--- src/rtl/seq_multiplier.sv ---
// Sequential unsigned shift-add multiplier: one partial-product step per clock,
// fixed WIDTH-cycle run time, product held between operations.
module seq_multiplier #(
  parameter int unsigned WIDTH = 32
) (
  input  logic                 clk_i,
  input  logic                 rst_n_i,
  input  logic                 start_i,
  input  logic [WIDTH-1:0]     a_i,
  input  logic [WIDTH-1:0]     b_i,
  output logic                 busy_o,
  output logic                 done_o,
  output logic [2*WIDTH-1:0]   product_o
);

  localparam int unsigned CNT_W  = $clog2(WIDTH + 1);
  localparam int unsigned PROD_W = 2 * WIDTH;

  typedef enum logic [1:0] {
    IDLE = 2'd0,
    RUN  = 2'd1,
    DONE = 2'd2
  } state_t;

  state_t              state;
  state_t              state_next;
  logic [CNT_W-1:0]    cnt;
  logic [CNT_W-1:0]    cnt_next;
  logic [WIDTH-1:0]    mcand;
  logic [WIDTH-1:0]    mcand_next;
  logic [WIDTH-1:0]    acc;
  logic [WIDTH-1:0]    acc_next;
  logic [WIDTH-1:0]    mq;
  logic [WIDTH-1:0]    mq_next;
  logic [PROD_W-1:0]   product_next;
  logic [WIDTH-1:0]    addend;
  logic [WIDTH:0]      sum;

  // Partial-product add; the carry becomes the MSB shifted into acc
  always_comb begin
    addend = mq[0] ? mcand : '0;
    sum    = {1'b0, acc} + {1'b0, addend};
  end

  // Next-state and datapath update
  always_comb begin
    state_next   = state;
    cnt_next     = cnt;
    mcand_next   = mcand;
    acc_next     = acc;
    mq_next      = mq;
    product_next = product_o;

    case (state)
      IDLE, DONE: begin
        if (start_i) begin
          state_next = RUN;
          mcand_next = a_i;
          mq_next    = b_i;
          acc_next   = '0;
          cnt_next   = '0;
        end else if (state == DONE) begin
          state_next = IDLE;
        end
      end
      RUN: begin
        acc_next = sum[WIDTH:1];
        mq_next  = {sum[0], mq[WIDTH-1:1]};
        cnt_next = cnt + CNT_W'(1);
        if (cnt == CNT_W'(WIDTH - 1)) begin
          state_next   = DONE;
          product_next = {acc_next, mq_next};
        end
      end
      default: begin
        state_next = IDLE;
      end
    endcase
  end

  // State, datapath and registered status outputs
  always_ff @(posedge clk_i or negedge rst_n_i) begin
    if (!rst_n_i) begin
      state     <= IDLE;
      cnt       <= '0;
      mcand     <= '0;
      acc       <= '0;
      mq        <= '0;
      product_o <= '0;
      busy_o    <= 1'b0;
      done_o    <= 1'b0;
    end else begin
      state     <= state_next;
      cnt       <= cnt_next;
      mcand     <= mcand_next;
      acc       <= acc_next;
      mq        <= mq_next;
      product_o <= product_next;
      busy_o    <= (state_next == RUN);
      done_o    <= (state_next == DONE);
    end
  end

endmodule

--- config.mk ---
export PLATFORM = sky130hd
export DESIGN_NAME = seq_multiplier
export DESIGN_NICKNAME = d
export VERILOG_FILES = /design/src/rtl/seq_multiplier.sv
export SDC_FILE = /design/constraint.sdc
export NUM_CORES = 1
export LEC_CHECK = 0
export CORE_UTILIZATION = 33
export CTS_BUF_LIST = sky130_fd_sc_hd__clkbuf_2
export DETAILED_ROUTE_END_ITERATION = 12
export SYNTH_ARGS = -nofsm -noshare
export SYNTH_HDL_FRONTEND = slang
export SYNTH_SLANG_ARGS = --single-unit
--- constraint.sdc ---
create_clock -name clk_i -period 3.9 [get_ports clk_i]
set_input_delay 0.78 -clock clk_i [delete_from_list [all_inputs] [get_ports clk_i]]
set_output_delay 0.78 -clock clk_i [all_outputs]
set_load 0.02 [all_outputs]
==> impl_metrics.toml <==
[synth]
yosysSeqAreaShare_pct = 49.3
synth_seq_cells = 170
synth.distinct_cells = 67
synthXorXnorAreaFrac_pct = 2.54
synth.top_cells.by_area = "dfrtp_1 (49%), nand2_1 (15%), ha_1 (4.8%)"
ys.warnings.count = 0
avgSynthCellArea_um2 = 9.13
netlist_instances = 945
syn-num-nets = 1046
synth_top_family_by_area = "simple AND/OR/NAND/NOR gates"
synth_fa_ha_area_share_pct = 5.02
synth_top_area_share_pct = 49.3
yosys.area_share.simple_pct = 22.1
synth_compound_area_share_pct = 16.3
netlist_area_mm2 = 0.00863
async_flop_share_pct = 100
ys.flop_type = "dfrtp_1"
synth.area.mux_share_pct = 1.67
synth_area_leader_cell = "dfrtp_1"
synth-edff-count = 0

[routing]
wl_per_cell_um = 16.2
first_pass_iters = 5
antenna_left = 0
num_vias = 6937
drc_errors = 0
routed_wl_um = 22600
vias_per_cell = 4.97
drt_iter0_markers = 448

[timing]
rsz0062_at_grt = "false"
max_freq_ghz = 0.309
skew_ns = 0.0408
relSlewSlack_pct = 34.7
setup_viol = 0
hold_slack_ns = 0.493
finalCriticalPeriod_ns = 3.24
finalCritPeriodShare_pct = 83.0
finalSetupTns_ns = 0
finalHoldViolations = 0
layout_setup_ws_ns = 0.664
slew_viol_final = 0
worst_pin_slew_ns = 0.977

[clock_network]
cts_setup_buffers = 0
htree_num_levels = 4
cts_tree = "yes"
cts_buffers = 17
clockRootBuffer = "clkbuf_2"
insertion_delay_ns = 0.77
clkTransAtPathRegs_ns = 0.27
cts.sinks = 170
clockBufferDepth = 2

[finish]
syn_to_final_growth_pct = 21.9
fin_area_mm2 = 0.0105
nets = 1154
drive_above_1_share_pct = 7.69

[grt]
grt_pass1_wl_um = 36800
grt_remaining_overflow = 0
grt_pass1_vias = 6942
grt_start_max_net_pins = 79
grt_usage_pct = 17.5
antenna_found_initial = 1

[place]
post_dp_cell_area_mm2 = 0.0103
routabilityCongestion = 0.862
dp_hpwl_um = 15500
port_buffers = 132
post-place-ws_ns = 0.681

[status]
status = "finished clean"

[worst_setup_path]
crit_fanout = 18
crit_chain = "and2_1 -> ha_1 -> o211ai_1 -> o21ai_0 -> o2111ai_1 -> a31oi_1 -> a41oi_1 -> xnor2_1 -> mux2_2"
arrival_ns = 3.90
end_kind = "register"
slowest_stage = "dfrtp_1"
critPathTopFamily = "compound AO/OA/AOI/OAI gates"
cp-start-kind = "register"
max_stage_delay_ns = 0.61
r2r_slack_ns = 0.66
required_ns = 4.56
path_buf_inv = 0
criticalPathCategory = "reg -> reg"

[floorplan]
die_w_um = 164
die_h_um = 164
core-area_mm2 = 0.0254
initial_core_util_pct = 34.0
top_level_ports = 133
rows = 58
die-area_mm2 = 0.0268

[power]
ir_drop_v = 0.000256
powerDensity_mw_per_mm2 = 791
p_leak_nw = 4.95

[hold_path]
hp-class = "reg -> reg"

[run]
maxCapViolations = 0
-- routing by layer --
metal	GRT usage (%)	vias up	share of wire (%)
li1	-	3428	-
met1	25.0	3346	50
met2	27.1	138	44
met3	3.17	25	3.9
met4	4.34	0	1.2
met5	0	-	0
-- synthesized netlist by cell type, types with 4 or more instances --
| master | instances |
|---|---|
| inv_1 | 8 |
| clkbuf_1 | 42 |
| and2_1 | 33 |
| ha_1 | 33 |
| nor2_1 | 26 |
| a21oi_1 | 32 |
| buf_1 | 5 |
| nand4_1 | 10 |
| a22oi_1 | 33 |
| nand2_1 | 334 |
| xnor2_1 | 17 |
| a31oi_1 | 8 |
| nand3_1 | 11 |
| buf_2 | 5 |
| nor2b_1 | 6 |
| a22o_1 | 24 |
| and3_1 | 5 |
| o21a_1 | 6 |
| o211ai_1 | 7 |
| o21ai_0 | 38 |
| a21o_1 | 5 |
| mux2_2 | 11 |
| xor2_1 | 8 |
| nor3_1 | 4 |
| dfrtp_1 | 170 |
-- area by class of cell --
type	count	area, um^2
diodes	1	2.50
clock buffers	18	90.1
clock inverters	14	160
fillers	2565	14900
inverters	8	30.0
multi-input cells	712	4140
flip-flops and latches	170	4250
well taps	330	413
repair buffers	144	1430
-- cells in the final DEF (no fill, tap or decap), types with 6 or more instances in the layout --
cell	synthesis	routed
nand2_1	334	333
dfrtp_1	170	170
clkdlybuf4s50_1	0	131
o21ai_0	38	38
and2_1	33	33
a22oi_1	33	33
ha_1	33	33
a21oi_1	32	32
nor2_1	26	25
a22o_1	24	24
clkbuf_2	0	18
xnor2_1	17	17
nand3_1	11	11
mux2_2	11	11
nand4_1	10	10
buf_4	1	10
a31oi_1	8	8
xor2_1	8	8
inv_1	8	7
o211ai_1	7	7
o21a_1	6	6
-- worst min-delay path, delay by kind of cell, from the launching register on --
kind	cells	cell delay, ns
DFF	1	0.42
and+or+nand+nor	2	0.10
-- where the power goes --
| part | internal, W | leakage (nW) | switching (W) |
|---|---|---|---|
| clock network | 0.000319 | 0.156 | 0.000690 |
| registers | 0.00251 | 2.04 | 0.000520 |
| logic | 0.00190 | 2.75 | 0.00238 |
-- registers in the layout, summed over array words and instances, names as in the netlist --
register / flops
acc: 32
busy_o: 1
cnt: 6
done_o: 1
mcand: 32
mq: 32
product_o: 64
state: 2
-- stage by stage --
stage / power [W] / utilization [%] / std cells
after floorplan: 0.00590 / - / 945
after global placement: 0.00729 / 40.4 / 1363
after detailed placement: 0.00735 / 40.4 / 1363
after CTS: 0.00839 / 41.4 / 1396
after global routing: 0.00896 / 41.4 / 1397
final: 0.00832 / 41.4 / 1397
-- path summary, 6_finish.rpt --
| kind | start | endpoint | depth (start not counted) |
|---|---|---|---|
| setup / recovery | mq[0] | product_o[62] | 9 |
| hold / removal | mq[1] | product_o[0] | 2 |
| setup reg to reg | mq[0] | product_o[62] | 9 |
| hold reg to reg | mq[1] | product_o[0] | 2 |
| max in group asynchronous | rst_n_i | mcand[17] | 3 |
| min in group asynchronous | rst_n_i | product_o[22] | 2 |
-- logic make-up after synthesis --
logic type	count (synthesis)
adders and majority gates	34
muxes	13
and+or+nand+nor	447
buffers and inverters	63
DFF	170
AOI/OAI and AO/OA	193
xor gates and xnor gates	25
-- what timing repair did --
| item | 4_1_cts | 5_1_grt |
|---|---|---|
| resized for setup | 0 | 0 |
| endpoints found under the setup margin | 0 | 0 |
| endpoints found under the hold margin | 51 | 0 |
| hold buffers | 1 | 0 |
Power figures use the tool's default switching activity.
==> RTL change 1 (config.mk and constraints unchanged) <==
Take the reset off `product_o` and load it in a clocked block of its own.
--- a/src/rtl/seq_multiplier.sv
+++ b/src/rtl/seq_multiplier.sv
@@ -86,7 +86,6 @@
       mcand     <= '0;
       acc       <= '0;
       mq        <= '0;
-      product_o <= '0;
       busy_o    <= 1'b0;
       done_o    <= 1'b0;
     end else begin
@@ -95,11 +94,14 @@
       mcand     <= mcand_next;
       acc       <= acc_next;
       mq        <= mq_next;
-      product_o <= product_next;
       busy_o    <= (state_next == RUN);
       done_o    <= (state_next == DONE);
     end
   end
 
+  always_ff @(posedge clk_i) begin
+    product_o <= product_next;
+  end
+
 endmodule
 
Behaviour: no difference found for any inputs over 10 cycles, from zero or initial values and one cycle with rst_n_i low; that may be too few to reach the edited logic, so the function may still have changed.
==> RTL change 1 against the original RTL <==
Setup slack improved by 0.13 ns; final cell count decreased by 14%; cell area down 4.7%; area after synthesis fell by 7.1%; die area down 7.0%; sequential cell count unchanged; via count shrank 14%; power is 19% lower; hold slack better by 0.0086 ns; non-clock buffer count is 1 lower; first-iteration DRC count down 27%; routed wire length decreased by 13%; critical path type unchanged; critical endpoint is now acc[29]$_DFFE_PN0P_.
==> RTL change 1: results (changes against the original RTL) <==
The sum of met3 wire segment lengths after detailed routing is 931 um (+5.1%), and the multi-input logic cell count is 535 (-25%). The net count after synthesis was 847 (-19%); the count of inverters other than clock inverters in the layout was 7 (-1). The cell count of the worst reg-to-reg path works out to 11 (+2). The number of stages on the worst hold path is 0 (-2), and the clock-pin slew of the registers on the worst-case setup and hold paths is 0.25 ns (-0.02 ns).

The via count is 5972 (-14%), and the number of unique standard cell types used by synthesis is 55 (-18%). The run gives 170 (unchanged) as the number of flip-flops and latches. The tools report the pre-CTS setup slack as 0.793 ns (+0.112 ns). The non-clock buffering overhead in the final layout is 0.141 (+0.00559), and the post-layout net count is 975 (-16%).

The share of final layout cell area taken by clock buffers and inverters is 0.0295 (+0.00567), and the clock latency at the later pin of the worst-skew pair is 0.75 ns (-0.02 ns). Number of buffers other than clock buffers in the final layout: 143 (-0.69%). The flow ran to the end, and the final reports show no timing, DRC or antenna violations. For the met1 global-route usage, the log shows 0.227 (-0.0225).

The detailed-placement wirelength estimate is 13.5 mm (-13%). The normalized max-slew margin was 0.399 (+0.0523). The logs give 0.907 (+5.3%) for the weighted congestion reported at the end of routability-driven placement and 0.000224 V (-13%) for the maximum VDD drop. The fraction of layout cells with a size suffix above 1 works out to 0.0710 (-0.00590). The worst-path maximum fanout came out at 11 (-7). The flip-flop and latch share of the layout cell area was 0.457 (+0.0520); the number of standard cells after synthesis was 746 (-21%). For the wire length after detailed routing, the log shows 19.6 mm (-13%). The count of fill cells added during filler insertion was 2286 (-11%). The routed length on met2 was 9.06 mm (-9.5%); the sum of routed wire segments on met1 was 9.23 mm (-19%). For the met2 track demand over resource, the log shows 0.254 (-0.0174).

The area after detailed placement was 0.00971 mm2 (-5.3%). Largest net degree at the start of global routing: 67 (-15%). The clock buffer count in the final layout is 17 (-1). The overall fraction of global-route tracks in use was 0.165 (-0.00950).

Yosys attributes the largest share of cell area to sky130_fd_sc_hd__dfrtp_1 33%, sky130_fd_sc_hd__edfxtp_1 24%, sky130_fd_sc_hd__nand2_1 9.1%.
==> RTL change 1: changes by cell type in the layout (fill, tap and decap cells not counted), sizes merged, moves of 5 or more <==
cell / unedited run / this run
and3: 7 / 2
mux2: 11 / 1
o31ai: 2 / 7
o21ai: 43 / 25
nand2: 334 / 195
edfxtp: 0 / 64
a21oi: 36 / 31
dfrtp: 170 / 106
==> RTL change 1: power by group <==
part	total (mW)	internal [mW]	switching, mW
Sequential	2.78	2.47	0.314
Clock	1.11	0.437	0.671
Combinational	2.85	1.24	1.61
==> RTL change 1: path summary, 6_finish.rpt <==
check	to	from	slack (ns)
worst min-delay path	product_o[8]$_DFFE_PP_	mq[9]$_DFFE_PN0P_	0.50
worst max register to register	acc[29]$_DFFE_PN0P_	mq[0]$_DFFE_PN0P_	0.80
worst min register to register	product_o[8]$_DFFE_PP_	mq[9]$_DFFE_PN0P_	0.50
min in group asynchronous	acc[31]$_DFFE_PN0P_	rst_n_i	0.61
worst max-delay path	acc[29]$_DFFE_PN0P_	mq[0]$_DFFE_PN0P_	0.80
max in group asynchronous	acc[14]$_DFFE_PN0P_	rst_n_i	2.51
==> RTL change 1: stage by stage <==
step / utilization / power [mW]
global route: 0.424 / 7.26
finish: 0.424 / 6.74
CTS: 0.424 / 6.79
detailed placement: 0.411 / 5.66
floorplan: - / 4.91
global placement: 0.411 / 5.61
==> RTL change 1: cells by family after synthesis <==
logic type / Yosys count / synth area share
adder cells (fa/ha/maj): 34 / 0.0540
buffers and inverters: 41 / 0.0217
flip-flops: 170 / 0.571
AND/OR/NAND/NOR: 303 / 0.167
multiplexers: 2 / 0.00265
AO/OA/AOI/OAI: 167 / 0.153
XOR/XNOR: 29 / 0.0317
==> RTL change 2 (same flow settings) <==
Made on the original files. Register the output `product_o` once more, cleared by the reset; this adds one clock of latency there. The other outputs are not delayed to match.
--- a/src/rtl/seq_multiplier.sv
+++ b/src/rtl/seq_multiplier.sv
@@ -21,6 +21,8 @@
     RUN  = 2'd1,
     DONE = 2'd2
   } state_t;
+
+  logic [2*WIDTH-1:0] product_s0;
 
   state_t              state;
   state_t              state_next;
@@ -49,7 +51,7 @@
     mcand_next   = mcand;
     acc_next     = acc;
     mq_next      = mq;
-    product_next = product_o;
+    product_next = product_s0;
 
     case (state)
       IDLE, DONE: begin
@@ -86,7 +88,7 @@
       mcand     <= '0;
       acc       <= '0;
       mq        <= '0;
-      product_o <= '0;
+      product_s0 <= '0;
       busy_o    <= 1'b0;
       done_o    <= 1'b0;
     end else begin
@@ -95,11 +97,19 @@
       mcand     <= mcand_next;
       acc       <= acc_next;
       mq        <= mq_next;
-      product_o <= product_next;
+      product_s0 <= product_next;
       busy_o    <= (state_next == RUN);
       done_o    <= (state_next == DONE);
     end
   end
 
+  always_ff @(posedge clk_i or negedge rst_n_i) begin
+    if (!rst_n_i) begin
+      product_o <= '0;
+    end else begin
+      product_o <= product_s0;
+    end
+  end
+
 endmodule
 
Check against the original RTL: no difference found for any inputs over 10 cycles, from zero or initial values and one cycle with rst_n_i low; that may be too few to reach the edited logic, so the function may still have changed.
==> RTL change 2 against the original RTL <==
The flow now finishes with violations (DRC); via count rose by 11%; area after synthesis is 19% higher; routed wire length rose by 11%; power increased by 18%; die area grew 18%; highest routed layer unchanged; count of clock-buffer cells in the layout grew 66; sequential cell count increased by 64; fmax down 6.0%; cell area up 18%; sequential power rose by 35%; synthesized cell count is 7.4% higher; setup slack worse by 0.21 ns; non-clock buffer count unchanged.
==> RTL change 2: results (changes against the original RTL) <==
The flow ran to the end, but the final reports show violations. The checks that failed: DRC. The normalized max-slew margin is 0.311 (-0.0358), and the maximum VDD drop is 0.000192 V (-25%). By count the netlist is led by 337 x sky130_fd_sc_hd__nand2_1, 234 x sky130_fd_sc_hd__dfrtp_1, 34 x sky130_fd_sc_hd__a21oi_1, 34 x sky130_fd_sc_hd__a22oi_1, 34 x sky130_fd_sc_hd__o21ai_0. The tools report the origin of the worst min-delay path as product_s0[47]$_DFFE_PN0P_. The path class of the tightest hold or removal check is flip-flop to flip-flop. The number of stages on the worst hold path is 0 (-2). The worst-path maximum fanout is 22 (+4).

The endpoint identified for the worst register-to-register timing path is product_s0[51]$_DFFE_PN0P_. The run gives 4.13 ns (+0.23 ns) as the arrival time at the worst endpoint. The sequential share of the synthesized area came out at 0.572 (+0.0789). Number of levels in the clock H-tree: 2 (-2). The most critical setup path has its endpoint at product_s0[51]$_DFFE_PN0P_. For the leakage power figure, the log shows 5.91 nW (+19%). For the via count, the log shows 7719 (+11%). The number of unique standard cell types used by synthesis was 63 (-6.0%). The cell count of the worst reg-to-reg path came out at 11 (+2). The tools report the post-layout net count as 1267 (+9.8%).

Sink of the worst hold path: product_o[47]$_DFF_PN0_. The delay of the slowest critical-path stage is 0.73 ns (+0.12 ns), and the initial antenna violation count is 1 (unchanged). The net count after synthesis is 1116 (+6.7%), and the fraction of layout cells with a size suffix above 1 is 0.109 (+0.0317).

The clock tree root buffer cell was sky130_fd_sc_hd__clkbuf_2. The reg2reg setup slack is 0.46 ns (-0.21 ns). For the buffer levels on the longest clock path, the log shows 3 (+1).

The residual DRC count was 2 (+2); the detailed-placement wirelength estimate was 16.4 mm (+6.0%). The overall fraction of global-route tracks in use was 0.163 (-0.0117). The largest net degree at the start of global routing is 104 (+32%).

The number of global-route vias before repair came out at 8018 (+15%). The worst-case clock skew is 0.0627 ns (+0.0219 ns), and the average routed wire per standard cell is 15.7 um (-2.7%). The switching share of power is 0.393 (-0.0386), and the starting DRC count in detailed routing is 472 (+5.4%). The clock latency at the later pin of the worst-skew pair was 0.85 ns (+0.08 ns). The number of CTS-inserted buffers is 59 (+42).

By area the synthesized netlist is led by sky130_fd_sc_hd__dfrtp_1 57%, sky130_fd_sc_hd__nand2_1 12%, sky130_fd_sc_hd__ha_1 4.0%. The number of iterations in the first detailed-routing pass is 8 (+3), and the wire length of the first global-routing pass is 41.0 mm (+11%). The tools report the weighted congestion reported at the end of routability-driven placement as 0.872 (+1.2%). The cell family contributing the most delay on the critical path is compound AO/OA/AOI/OAI gates. The count of fill cells added during filler insertion was 3033 (+18%); the number of setup buffers added after CTS was 0 (unchanged).

The clock-pin slew of the registers on the worst-case setup and hold paths works out to 0.11 ns (-0.16 ns).
==> RTL change 2: power groups by stage <==
stage / combinational (mW) / sequential [mW] / clock, mW
detailed placement: 4.15 / 4.13 / 0
floorplan: 2.47 / 4.35 / 0
global route: 4.60 / 4.22 / 1.79
CTS: 4.16 / 4.10 / 1.67
global placement: 4.06 / 4.13 / 0
finish: 4.14 / 4.09 / 1.59
==> RTL change 2: through the flow <==
step	power [mW]	setup WS, ns	instances	hold slack (ns)	cell area (um2)
global placement	8.19	0.603	1500	0.356	12000
global route	10.6	0.184	1594	0.327	12500
CTS	9.93	0.443	1593	0.329	12500
floorplan	6.82	1.21	1015	0.350	10200
finish	9.81	0.457	1595	0.350	12500
detailed placement	8.28	0.491	1500	0.359	12000
==> RTL change 2: what timing repair did <==
action / 4_1_cts / 5_1_grt
hold endpoints to repair: 98 / 0
hold buffers: 1 / 0
gates resized for setup: 0 / 0
==> RTL change 2: layout make-up <==
cell class | instances | area, um2 | area share
multi-input cells | 715 | 4110 | 0.330
repair buffers | 144 | 1470 | 0.118
inverters | 12 | 45.0 | 0.00362
well taps | 396 | 495 | 0.0398
clock buffers | 84 | 420 | 0.0337
flip-flops and latches | 234 | 5860 | 0.470
diodes | 2 | 5.00 | 0.000402
clock inverters | 8 | 61.3 | 0.00492
==> RTL change 2: layer usage <==
metal,up-vias,track usage,share of wire
li1,3761,-,-
met1,3720,0.224,0.48
met2,190,0.253,0.45
met3,48,0.0322,0.046
met4,0,0.0598,0.022
met5,-,0,0
==> RTL change 2: cell families after synthesis <==
group,Yosys count,share of synthesized area
flops,234,0.572
fa+ha+maj,34,0.0423
buf+inv,66,0.0292
mux,16,0.0171
compound gates,186,0.129
simple gates,454,0.189
xor+xnor,25,0.0214
